==> src/rtl/uart_rx_v2_if.sv <==
// Output-side handshake bundle for uart_rx_v2.
//
// The receiver drives the held word and its status flags. The consumer drives
// out_ready. A word transfers on any clock where out_valid && out_ready.
//   out_data  : received word, LSB = first bit on the line
//   out_valid : holding register full
//   out_ready : consumer accepts the held word
//   out_perr  : parity error for the held word
//   out_ferr  : framing error (a stop sample was 0) for the held word
//   out_brk   : break condition detected for the held word
interface uart_rx_v2_if #(
    parameter int D_W = 8
);
    logic [D_W-1:0] out_data;
    logic           out_valid;
    logic           out_ready;
    logic           out_perr;
    logic           out_ferr;
    logic           out_brk;

    modport master (
        output out_data,
        output out_valid,
        output out_perr,
        output out_ferr,
        output out_brk,
        input  out_ready
    );

    modport slave (
        input  out_data,
        input  out_valid,
        input  out_perr,
        input  out_ferr,
        input  out_brk,
        output out_ready
    );
endinterface

==> src/rtl/uart_rx_v2.sv <==
// uart_rx_v2: oversampling UART receiver with an integrated baud tick
// divider, an rxd synchroniser, runtime parity/stop-bit modes, and a
// one-entry holding register with a valid/ready handshake.
//
// Ports:
//   clk, rst   : system clock, asynchronous active-high reset
//   en         : receiver enable; 0 holds the divider and aborts any frame
//   dvsr       : baud divisor, tick period is dvsr+1 clocks
//   par_mode   : 00 none, 01 even, 10 odd, 11 none
//   stop2      : 1 selects two stop bits
//   rxd        : serial input, idles high
//   rx_out     : holding register handshake (uart_rx_v2_if master)
//   overrun    : sticky, set when a completed frame had to be dropped
//   clr_ovr    : synchronous clear of overrun
module uart_rx_v2 #(
    parameter int D_W         = 8,
    parameter int B_TICK      = 16,
    parameter int DVSR_W      = 16,
    parameter int SYNC_STAGES = 2
) (
    input  logic              clk,
    input  logic              rst,
    input  logic              en,
    input  logic [DVSR_W-1:0] dvsr,
    input  logic [1:0]        par_mode,
    input  logic              stop2,
    input  logic              rxd,
    uart_rx_v2_if.master      rx_out,
    output logic              overrun,
    input  logic              clr_ovr
);

    localparam int S_W = $clog2(B_TICK);
    localparam int N_W = $clog2(D_W) + 1;

    localparam logic [S_W-1:0] S_HALF = S_W'(B_TICK / 2 - 1);
    localparam logic [S_W-1:0] S_LAST = S_W'(B_TICK - 1);
    localparam logic [N_W-1:0] N_LAST = N_W'(D_W - 1);

    typedef enum logic [2:0] {
        ST_IDLE,
        ST_START,
        ST_DATA,
        ST_PARITY,
        ST_STOP
    } state_t;

    // ------------------------------------------------------------------
    // Baud tick divider
    // ------------------------------------------------------------------
    logic [DVSR_W-1:0] div_cnt;
    logic              tick;

    // The >= compare means lowering dvsr below the running count ends the
    // current period at once instead of wrapping through the full range.
    assign tick = en && (div_cnt >= dvsr);

    always_ff @(posedge clk or posedge rst) begin
        if (rst) begin
            div_cnt <= '0;
        end else if (!en || (div_cnt >= dvsr)) begin
            div_cnt <= '0;
        end else begin
            div_cnt <= div_cnt + 1'b1;
        end
    end

    // ------------------------------------------------------------------
    // rxd synchroniser, reset to the idle (high) line level
    // ------------------------------------------------------------------
    logic [SYNC_STAGES-1:0] sync_q;
    logic                   rxd_s;

    always_ff @(posedge clk or posedge rst) begin
        if (rst) begin
            sync_q <= '1;
        end else begin
            sync_q <= {sync_q[SYNC_STAGES-2:0], rxd};
        end
    end

    assign rxd_s = sync_q[SYNC_STAGES-1];

    // ------------------------------------------------------------------
    // Frame decoder
    // ------------------------------------------------------------------
    state_t         state;
    logic [S_W-1:0] s_cnt;
    logic [N_W-1:0] n_cnt;
    logic [D_W-1:0] sh_q;
    logic           par_en_q;
    logic           par_odd_q;
    logic           stop2_q;
    logic           stop_idx_q;   // 0 while sampling the first stop bit
    logic           pbit_q;       // sampled parity bit
    logic           perr_q;
    logic           ferr_q;
    logic           brk_stop_q;   // first stop sample, kept for two-stop frames

    logic           s_last;
    logic           frame_done;
    logic           ferr_fin;
    logic           first_stop;
    logic           brk_fin;
    logic           par_calc;
    logic           perr_calc;

    assign s_last     = (s_cnt == S_LAST);
    assign frame_done = (state == ST_STOP) && tick && s_last &&
                        (!stop2_q || stop_idx_q);

    // Final status values include the stop sample taken in this very cycle.
    assign ferr_fin   = ferr_q | ~rxd_s;
    assign first_stop = stop_idx_q ? brk_stop_q : rxd_s;
    assign brk_fin    = (sh_q == '0) && (!par_en_q || !pbit_q) && !first_stop;

    assign par_calc   = (^sh_q) ^ rxd_s;
    assign perr_calc  = par_odd_q ? ~par_calc : par_calc;

    always_ff @(posedge clk or posedge rst) begin
        if (rst) begin
            state      <= ST_IDLE;
            s_cnt      <= '0;
            n_cnt      <= '0;
            sh_q       <= '0;
            par_en_q   <= 1'b0;
            par_odd_q  <= 1'b0;
            stop2_q    <= 1'b0;
            stop_idx_q <= 1'b0;
            pbit_q     <= 1'b0;
            perr_q     <= 1'b0;
            ferr_q     <= 1'b0;
            brk_stop_q <= 1'b0;
        end else if (!en) begin
            state <= ST_IDLE;
            s_cnt <= '0;
        end else begin
            unique case (state)
                ST_IDLE: begin
                    if (!rxd_s) begin
                        state <= ST_START;
                        s_cnt <= '0;
                    end
                end

                ST_START: begin
                    if (tick) begin
                        if (s_cnt == S_HALF) begin
                            if (!rxd_s) begin
                                // Mid start bit confirmed: latch the frame modes.
                                state      <= ST_DATA;
                                s_cnt      <= '0;
                                n_cnt      <= '0;
                                par_en_q   <= ^par_mode;
                                par_odd_q  <= (par_mode == 2'b10);
                                stop2_q    <= stop2;
                                stop_idx_q <= 1'b0;
                                pbit_q     <= 1'b0;
                                perr_q     <= 1'b0;
                                ferr_q     <= 1'b0;
                                brk_stop_q <= 1'b0;
                            end else begin
                                state <= ST_IDLE;
                            end
                        end else begin
                            s_cnt <= s_cnt + 1'b1;
                        end
                    end
                end

                ST_DATA: begin
                    if (tick) begin
                        if (s_last) begin
                            s_cnt <= '0;
                            sh_q  <= {rxd_s, sh_q[D_W-1:1]};
                            if (n_cnt == N_LAST) begin
                                state <= par_en_q ? ST_PARITY : ST_STOP;
                            end else begin
                                n_cnt <= n_cnt + 1'b1;
                            end
                        end else begin
                            s_cnt <= s_cnt + 1'b1;
                        end
                    end
                end

                ST_PARITY: begin
                    if (tick) begin
                        if (s_last) begin
                            s_cnt  <= '0;
                            pbit_q <= rxd_s;
                            perr_q <= perr_calc;
                            state  <= ST_STOP;
                        end else begin
                            s_cnt <= s_cnt + 1'b1;
                        end
                    end
                end

                ST_STOP: begin
                    if (tick) begin
                        if (s_last) begin
                            s_cnt  <= '0;
                            ferr_q <= ferr_fin;
                            if (!stop2_q || stop_idx_q) begin
                                state <= ST_IDLE;
                            end else begin
                                stop_idx_q <= 1'b1;
                                brk_stop_q <= rxd_s;
                            end
                        end else begin
                            s_cnt <= s_cnt + 1'b1;
                        end
                    end
                end

                default: begin
                    state <= ST_IDLE;
                end
            endcase
        end
    end

    // ------------------------------------------------------------------
    // Holding register and overrun
    // ------------------------------------------------------------------
    logic [D_W-1:0] hold_data;
    logic           hold_valid;
    logic           hold_perr;
    logic           hold_ferr;
    logic           hold_brk;
    logic           load;

    // A full register may still take the new word when it drains this cycle.
    assign load = frame_done && (!hold_valid || rx_out.out_ready);

    always_ff @(posedge clk or posedge rst) begin
        if (rst) begin
            hold_data  <= '0;
            hold_valid <= 1'b0;
            hold_perr  <= 1'b0;
            hold_ferr  <= 1'b0;
            hold_brk   <= 1'b0;
            overrun    <= 1'b0;
        end else begin
            if (load) begin
                hold_data  <= sh_q;
                hold_perr  <= perr_q;
                hold_ferr  <= ferr_fin;
                hold_brk   <= brk_fin;
                hold_valid <= 1'b1;
            end else if (hold_valid && rx_out.out_ready) begin
                hold_valid <= 1'b0;
            end

            if (frame_done && !load) begin
                overrun <= 1'b1;
            end else if (clr_ovr) begin
                overrun <= 1'b0;
            end
        end
    end

    assign rx_out.out_data  = hold_data;
    assign rx_out.out_valid = hold_valid;
    assign rx_out.out_perr  = hold_perr;
    assign rx_out.out_ferr  = hold_ferr;
    assign rx_out.out_brk   = hold_brk;

endmodule

==> src/flat_wrapper.sv <==
// flat-port wrapper written by rule: the top's interface ports become plain ports
module uart_rx_v2_flat 
#(
    parameter int D_W         = 8,
    parameter int B_TICK      = 16,
    parameter int DVSR_W      = 16,
    parameter int SYNC_STAGES = 2
)
  (clk, rst, en, dvsr, par_mode, stop2, rxd, overrun, clr_ovr, rx_out_out_data, rx_out_out_valid, rx_out_out_perr, rx_out_out_ferr, rx_out_out_brk, rx_out_out_ready);
  uart_rx_v2_if #(.D_W(D_W)) rx_out_i ();
  input  logic clk;
  input  logic rst;
  input  logic en;
  input  logic [DVSR_W-1:0] dvsr;
  input  logic [1:0] par_mode;
  input  logic stop2;
  input  logic rxd;
  output logic overrun;
  input  logic clr_ovr;
  output wire logic [$bits(rx_out_i.out_data)-1:0] rx_out_out_data;
  output wire logic [$bits(rx_out_i.out_valid)-1:0] rx_out_out_valid;
  output wire logic [$bits(rx_out_i.out_perr)-1:0] rx_out_out_perr;
  output wire logic [$bits(rx_out_i.out_ferr)-1:0] rx_out_out_ferr;
  output wire logic [$bits(rx_out_i.out_brk)-1:0] rx_out_out_brk;
  input wire logic [$bits(rx_out_i.out_ready)-1:0] rx_out_out_ready;
  assign rx_out_out_data = rx_out_i.out_data;
  assign rx_out_out_valid = rx_out_i.out_valid;
  assign rx_out_out_perr = rx_out_i.out_perr;
  assign rx_out_out_ferr = rx_out_i.out_ferr;
  assign rx_out_out_brk = rx_out_i.out_brk;
  assign rx_out_i.out_ready = rx_out_out_ready;
  uart_rx_v2 #(.D_W(D_W), .B_TICK(B_TICK), .DVSR_W(DVSR_W), .SYNC_STAGES(SYNC_STAGES)) u_core (.clk(clk), .rst(rst), .en(en), .dvsr(dvsr), .par_mode(par_mode), .stop2(stop2), .rxd(rxd), .rx_out(rx_out_i), .overrun(overrun), .clr_ovr(clr_ovr));
endmodule
==> config.mk <==
export PLATFORM = sky130hd
export DESIGN_NAME = uart_rx_v2_flat
export DESIGN_NICKNAME = d
export VERILOG_FILES = /design/src/rtl/uart_rx_v2_if.sv /design/src/rtl/uart_rx_v2.sv /design/src/flat_wrapper.sv
export SDC_FILE = /design/constraint.sdc
export NUM_CORES = 1
export LEC_CHECK = 0
export ABC_AREA = 1
export ABC_CLOCK_PERIOD_IN_PS = 2700
export CAP_MARGIN = 20
export CORE_ASPECT_RATIO = 1.1
export CORE_MARGIN = 1
export CORE_UTILIZATION = 56
export DETAILED_ROUTE_END_ITERATION = 16
export PLACE_DENSITY = 0.78
export SYNTH_ARGS = -nofsm -noshare
export SYNTH_HDL_FRONTEND = slang
export SYNTH_SLANG_ARGS = --single-unit
export TNS_END_PERCENT = 30
==> constraint.sdc <==
create_clock -name clk -period 2.7 [get_ports clk]
set_clock_uncertainty 0.2 [all_clocks]
set_input_delay 0.54 -clock clk [delete_from_list [all_inputs] [get_ports clk]]
set_output_delay 0.54 -clock clk [all_outputs]
set_load 0.01 [all_outputs]
After elaboration in Yosys (flattened, before gate mapping)
Index checks and enable logic that the tools add are counted.
{ "word_totals": {"reg_bits": 58, "input_bits": 25, "word_cells": 154} }
{ "classes": {"add_sub_neg": 3, "order_cmp": 1, "n_eq_ne": 32, "n_mux": 56, "n_bitwise": 4, "n_reduce_logical": 38} }
{ "op_table": {"columns": ["op", "n"], "rows": [
  ["4-bit 2-to-1 mux", 12],
  ["3-bit 2-to-1 mux", 13],
  ["3-bit by 2-bit != test with 1-bit output (second input constant)", 10],
  ["1-bit 2-to-1 mux", 21],
  ["16-bit by 1-bit adder with 16-bit output (second input constant)", 1],
  ["16-bit >= comparator", 1],
  ["16-bit 2-to-1 mux", 1],
  ["2-bit by 1-bit != test with 1-bit output (second input constant)", 8],
  ["8-bit AND reduction", 2],
  ["3-bit one-hot mux with 5 select lines", 1],
  ["7-bit AND reduction", 2],
  ["4-bit one-hot mux with 3 select lines", 1],
  ["11-bit AND reduction", 1],
  ["1-bit one-hot mux with 2 select lines", 5],
  ["2-bit nonzero test", 5],
  ["1-bit logical AND", 9],
  ["4-bit by 1-bit adder with 4-bit output (second input constant)", 2],
  ["4-bit by 3-bit == test with 1-bit output (second input constant)", 2],
  ["8-bit zero test", 1],
  ["4-bit one-hot mux with 2 select lines", 1],
  ["8-bit parity", 1],
  ["1-bit zero test", 7],
  ["3-bit by 2-bit == test with 1-bit output (second input constant)", 2],
  ["2-bit != test (second input constant)", 3],
  ["other kinds (17)", 22]
]} }

Longest topological paths before layout
{ "depth": {"word_depth": 9, "depth_mapped": 17} }

Worst setup path before layout
OpenSTA, ideal clock, no wires.
{ "synth_path": {"path_kind": "input -> register", "startpoint": "input dvsr[3]", "endpoint": "register u_core.hold_brk, in the netlist u_core.rx_out.out_brk", "setup_ps": 124, "t_arrival_ps": 1882, "setup_slack_ps": 494, "stages": 16, "path_cell_list": "inv_1 > ha_1 > nand2_1 > nor2_1 > nor2_1 > nand2_1 > nand2_1 > nand2_1 > nand2_2 > nand2_4 > nand3_4 > nor2_4 > nand2_2 > buf_6 > nand2_2 > o21ai_2"} }
{ "synth_via": {"elab_chain_cells": 6} }
{ "synth_rtl": {"columns": ["element", "line_no", "source"], "rows": [
  ["start, declared", "flat_wrapper.sv:14", "input logic [DVSR_W-1:0] dvsr;"],
  ["16-bit >= comparator", "uart_rx_v2.sv:56", "assign tick = en && (div_cnt >= dvsr);"],
  ["1-bit logical AND", "uart_rx_v2.sv:56", null],
  ["1-bit logical AND (3 in a row)", "uart_rx_v2.sv:109", "assign frame_done = (state == ST_STOP) && tick && s_last &&"],
  ["1-bit logical AND", "uart_rx_v2.sv:235", "assign load = frame_done && (!hold_valid || rx_out.out_ready);"],
  ["end signal, assigned", "uart_rx_v2.sv:250", "hold_brk <= brk_fin;"],
  ["end, declared", "uart_rx_v2.sv:231", "logic hold_brk;"]
]} }
No other way between the ends.
A chain may end at the register's enable or synchronous reset.

Worst setup path after layout
{ "layout_path": {"startpoint": "input dvsr[11]", "endpoint": "register u_core.hold_data[6], in the netlist u_core.rx_out.out_data[6]"} }
{ "layout_via": {"elab_chain_cells": 6} }
{ "layout_rtl": {"columns": ["element", "line_no", "source"], "rows": [
  ["16-bit >= comparator", "uart_rx_v2.sv:56", null],
  ["1-bit logical AND", "uart_rx_v2.sv:56", null],
  ["1-bit logical AND (3 in a row)", "uart_rx_v2.sv:109", null],
  ["1-bit logical AND", "uart_rx_v2.sv:235", null],
  ["end signal, assigned", "uart_rx_v2.sv:247", "hold_data <= sh_q;"],
  ["end, declared", "uart_rx_v2.sv:227", "logic [D_W-1:0] hold_data;"]
]} }
No other way between the ends.

==> impl_metrics.json <==
{
  "cp-start-kind": "input pin",
  "path_clk_slew_ns": 0.07,
  "yosysMostFrequentCell": "nand2_1",
  "numCtsBuffers": 9,
  "syn2layout_area_growth_pct": 21.0,
  "vias": 3026,
  "ys_seq_area_frac": 0.399,
  "max_freq_mhz": 393,
  "slew_headroom": 0.681,
  "min_period_over_period": 0.943,
  "grt_pass1_wl_um": 13300,
  "worst_slack_ns": 0.154,
  "core_area_sq_um": 6230,
  "die_h_um": 86.6,
  "fp.dieW_um": 78.9,
  "power.leakage_uw": 0.00208,
  "placedCellCount": 560,
  "drc": 0,
  "avgSynthCellArea_sq_um": 8.40,
  "syn_inst": 434,
  "fin_crit_ns": 2.55,
  "synth.top_cell.area_share": 0.384,
  "cts.sinks": 58,
  "synth-edff-count": 0,
  "critical_path_class": "input pin to register",
  "final_nets": 541,
  "num_rows": 30,
  "status": "complete, no violations",
  "tightest_slew_ns": 0.477,
  "die_area_sq_um": 6840,
  "pre_cts_slack_ns": -0.244,
  "critPathCaptureType": "register",
  "drv_slew": 0,
  "first_pass_iters": 4,
  "hold_path_class": "register to register",
  "synth_cell_types": 45,
  "cp_data_required_time_ns": 2.72,
  "fill_cells": 506,
  "routedWlPerCell_um": 13.1,
  "drt-total-wl_um": 7540,
  "cts_tree": "yes",
  "synth_top_area_cell": "dfrtp_1",
  "synth-async-reset-ratio": 1.00,
  "final_layout_size_suffix_gt1_frac": 0.221,
  "clock_latency_ns": 0.33,
  "grt_pass1_vias": 3040,
  "grt_usage": 0.248,
  "yosys-top-cells-area": "dfrtp_1 38%, nand2_1 9.8%, ha_1 8.2%",
  "max-cap-violations": 0,
  "synth-seq-cells": 58,
  "fin_tns_setup_ns": 0,
  "initial_core_util": 0.585,
  "worstPathArrival_ns": 2.57,
  "synth_ff_type": "dfrtp_1",
  "portBuffers": 37,
  "cp_max_fo": 18,
  "cts.htree.levels": 3,
  "power_uw": 2280,
  "ant_nets": 0,
  "grt_start_max_net_pins": 59,
  "synth.cell_area_sq_um": 3640,
  "place.gp.congestion": 0.911,
  "vias_per_cell": 5.24,
  "synth_nets": 483,
  "grt-ovfl-total": 0,
  "drt_iter0_markers": 201,
  "antenna_found_initial": 0,
  "ctsHoldBuffers": 0,
  "ioPinCount": 38,
  "fin_cells": 577,
  "clockBufferDepth": 2,
  "setup_viol": 0,
  "final-hold-violation-count": 0,
  "ir_worst_vdd_v": 0.000465,
  "antennaDiodeCount": 0,
  "ctsRootBufferMaster": "clkbuf_8",
  "postLayoutCoreUtil": 0.708,
  "dpl.hpwl_um": 5670,
  "rsz0062_at_grt": "true",
  "power.density_nw_per_um2": 516,
  "synth_warnings": 0,
  "synth_common_cells": "95 x nand2_1, 56 x dfrtp_1, 53 x inv_1"
}
area by class of cell:
cell class | count | area, sq um | share of cell area
inverter | 65 | 251 | 0.0570
timing repair buffer | 52 | 508 | 0.115
clock inverter | 6 | 41.3 | 0.00936
tap | 80 | 100 | 0.0227
clock buffer | 10 | 138 | 0.0312
multi-input combinational | 306 | 1920 | 0.435
sequential | 58 | 1450 | 0.330
through the flow:
step / hold slack, ns / instance area, sq um
after floorplan: 0.145 / 3640
after detailed placement: 0.150 / 4210
after global placement: 0.146 / 4210
final: 0.160 / 4410
after CTS: 0.160 / 4380
after global routing: 0.164 / 4410
timing repair:
item,in CTS,in global routing
setup endpoints to repair,0,12
buffers inserted,0,0
gates resized for setup,0,4
state kept, by name, summed over array words and instances, names as in the netlist, 2 cells and up:
signal                  count
u_core.div_cnt             16
u_core.n_cnt                4
u_core.rx_out.out_data      8
u_core.s_cnt                4
u_core.sh_q                 8
u_core.state                3
u_core.sync_q               2
final timing paths:
kind | end | cells after the start | start | slack, ns
worst max-delay path | u_core.rx_out.out_data[6]$_DFFE_PP0P_ | 13 | dvsr[11] | 0.15
worst min-delay path | u_core.sync_q[1]$_DFF_PP1_ | 0 | u_core.sync_q[0]$_DFF_PP1_ | 0.16
worst max register to register | u_core.rx_out.out_data[6]$_DFFE_PP0P_ | 11 | u_core.div_cnt[11]$_DFF_PP0_ | 0.40
worst min register to register | u_core.sync_q[1]$_DFF_PP1_ | 0 | u_core.sync_q[0]$_DFF_PP1_ | 0.16
max in group asynchronous | u_core.sync_q[0]$_DFF_PP1_ | 3 | rst | 1.62
min in group asynchronous | u_core.div_cnt[8]$_DFF_PP0_ | 3 | rst | 0.38
routing by layer:
metal / vias up / global-route usage / share of wire / wire, um
met4: 0 / 0.0876 / 0.019 / 147
met1: 1399 / 0.317 / 0.46 / 3450
li1: 1535 / - / - / -
met5: - / 0 / 0 / 0
met2: 76 / 0.414 / 0.48 / 3620
met3: 16 / 0.0579 / 0.042 / 320
critical path, cell delays in order:
cell,delay [ns]
clkdlybuf4s50_1,0.45
inv_1,0.04
ha_1,0.31
nand4_1,0.12
nor3_1,0.27
nand2_2,0.14
nand2_4,0.12
nand3_4,0.10
nor2_4,0.11
nand2_2,0.08
buf_12,0.16
nand2_1,0.07
o21ai_2,0.05
cell usage in the layout, fill, tap and decap left out, drive strengths merged, types with 2 or more instances in the layout:
master         synthesis  routed
clkinv                 2       4
nand3b                 2       2
inv                   63      64
o21ai                 31      31
nand2                113     113
clkinvlp               0       3
nor2                  38      38
nand4                 12      12
o21bai                 2       2
clkdlybuf4s50          0      37
xnor2                  6       6
a211oi                 2       2
a21oi                 19      19
nand3                 25      26
dfrtp                 56      56
nor3                  11      11
o211ai                 2       2
nor3b                  6       6
clkbuf                 1      10
ha                    24      24
buf                    5      15
dfstp                  2       2
xor2                   3       3
o21a                   2       2
logic make-up after synthesis:
group	count (synthesis)	synth area share
AND/OR/NAND/NOR	209	0.292
buffers and inverters	71	0.0820
AO/OA/AOI/OAI	63	0.123
flip-flops	58	0.399
adder cells (fa/ha/maj)	24	0.0824
XOR/XNOR	9	0.0216
where the power goes:
part           internal [uW]  total, uW  switching, uW
logic                    218        593            376
registers                904        955           50.9
clock network            357        728            371
total                   1480       2280            797
No activity file was read; power rests on OpenSTA's default activity.
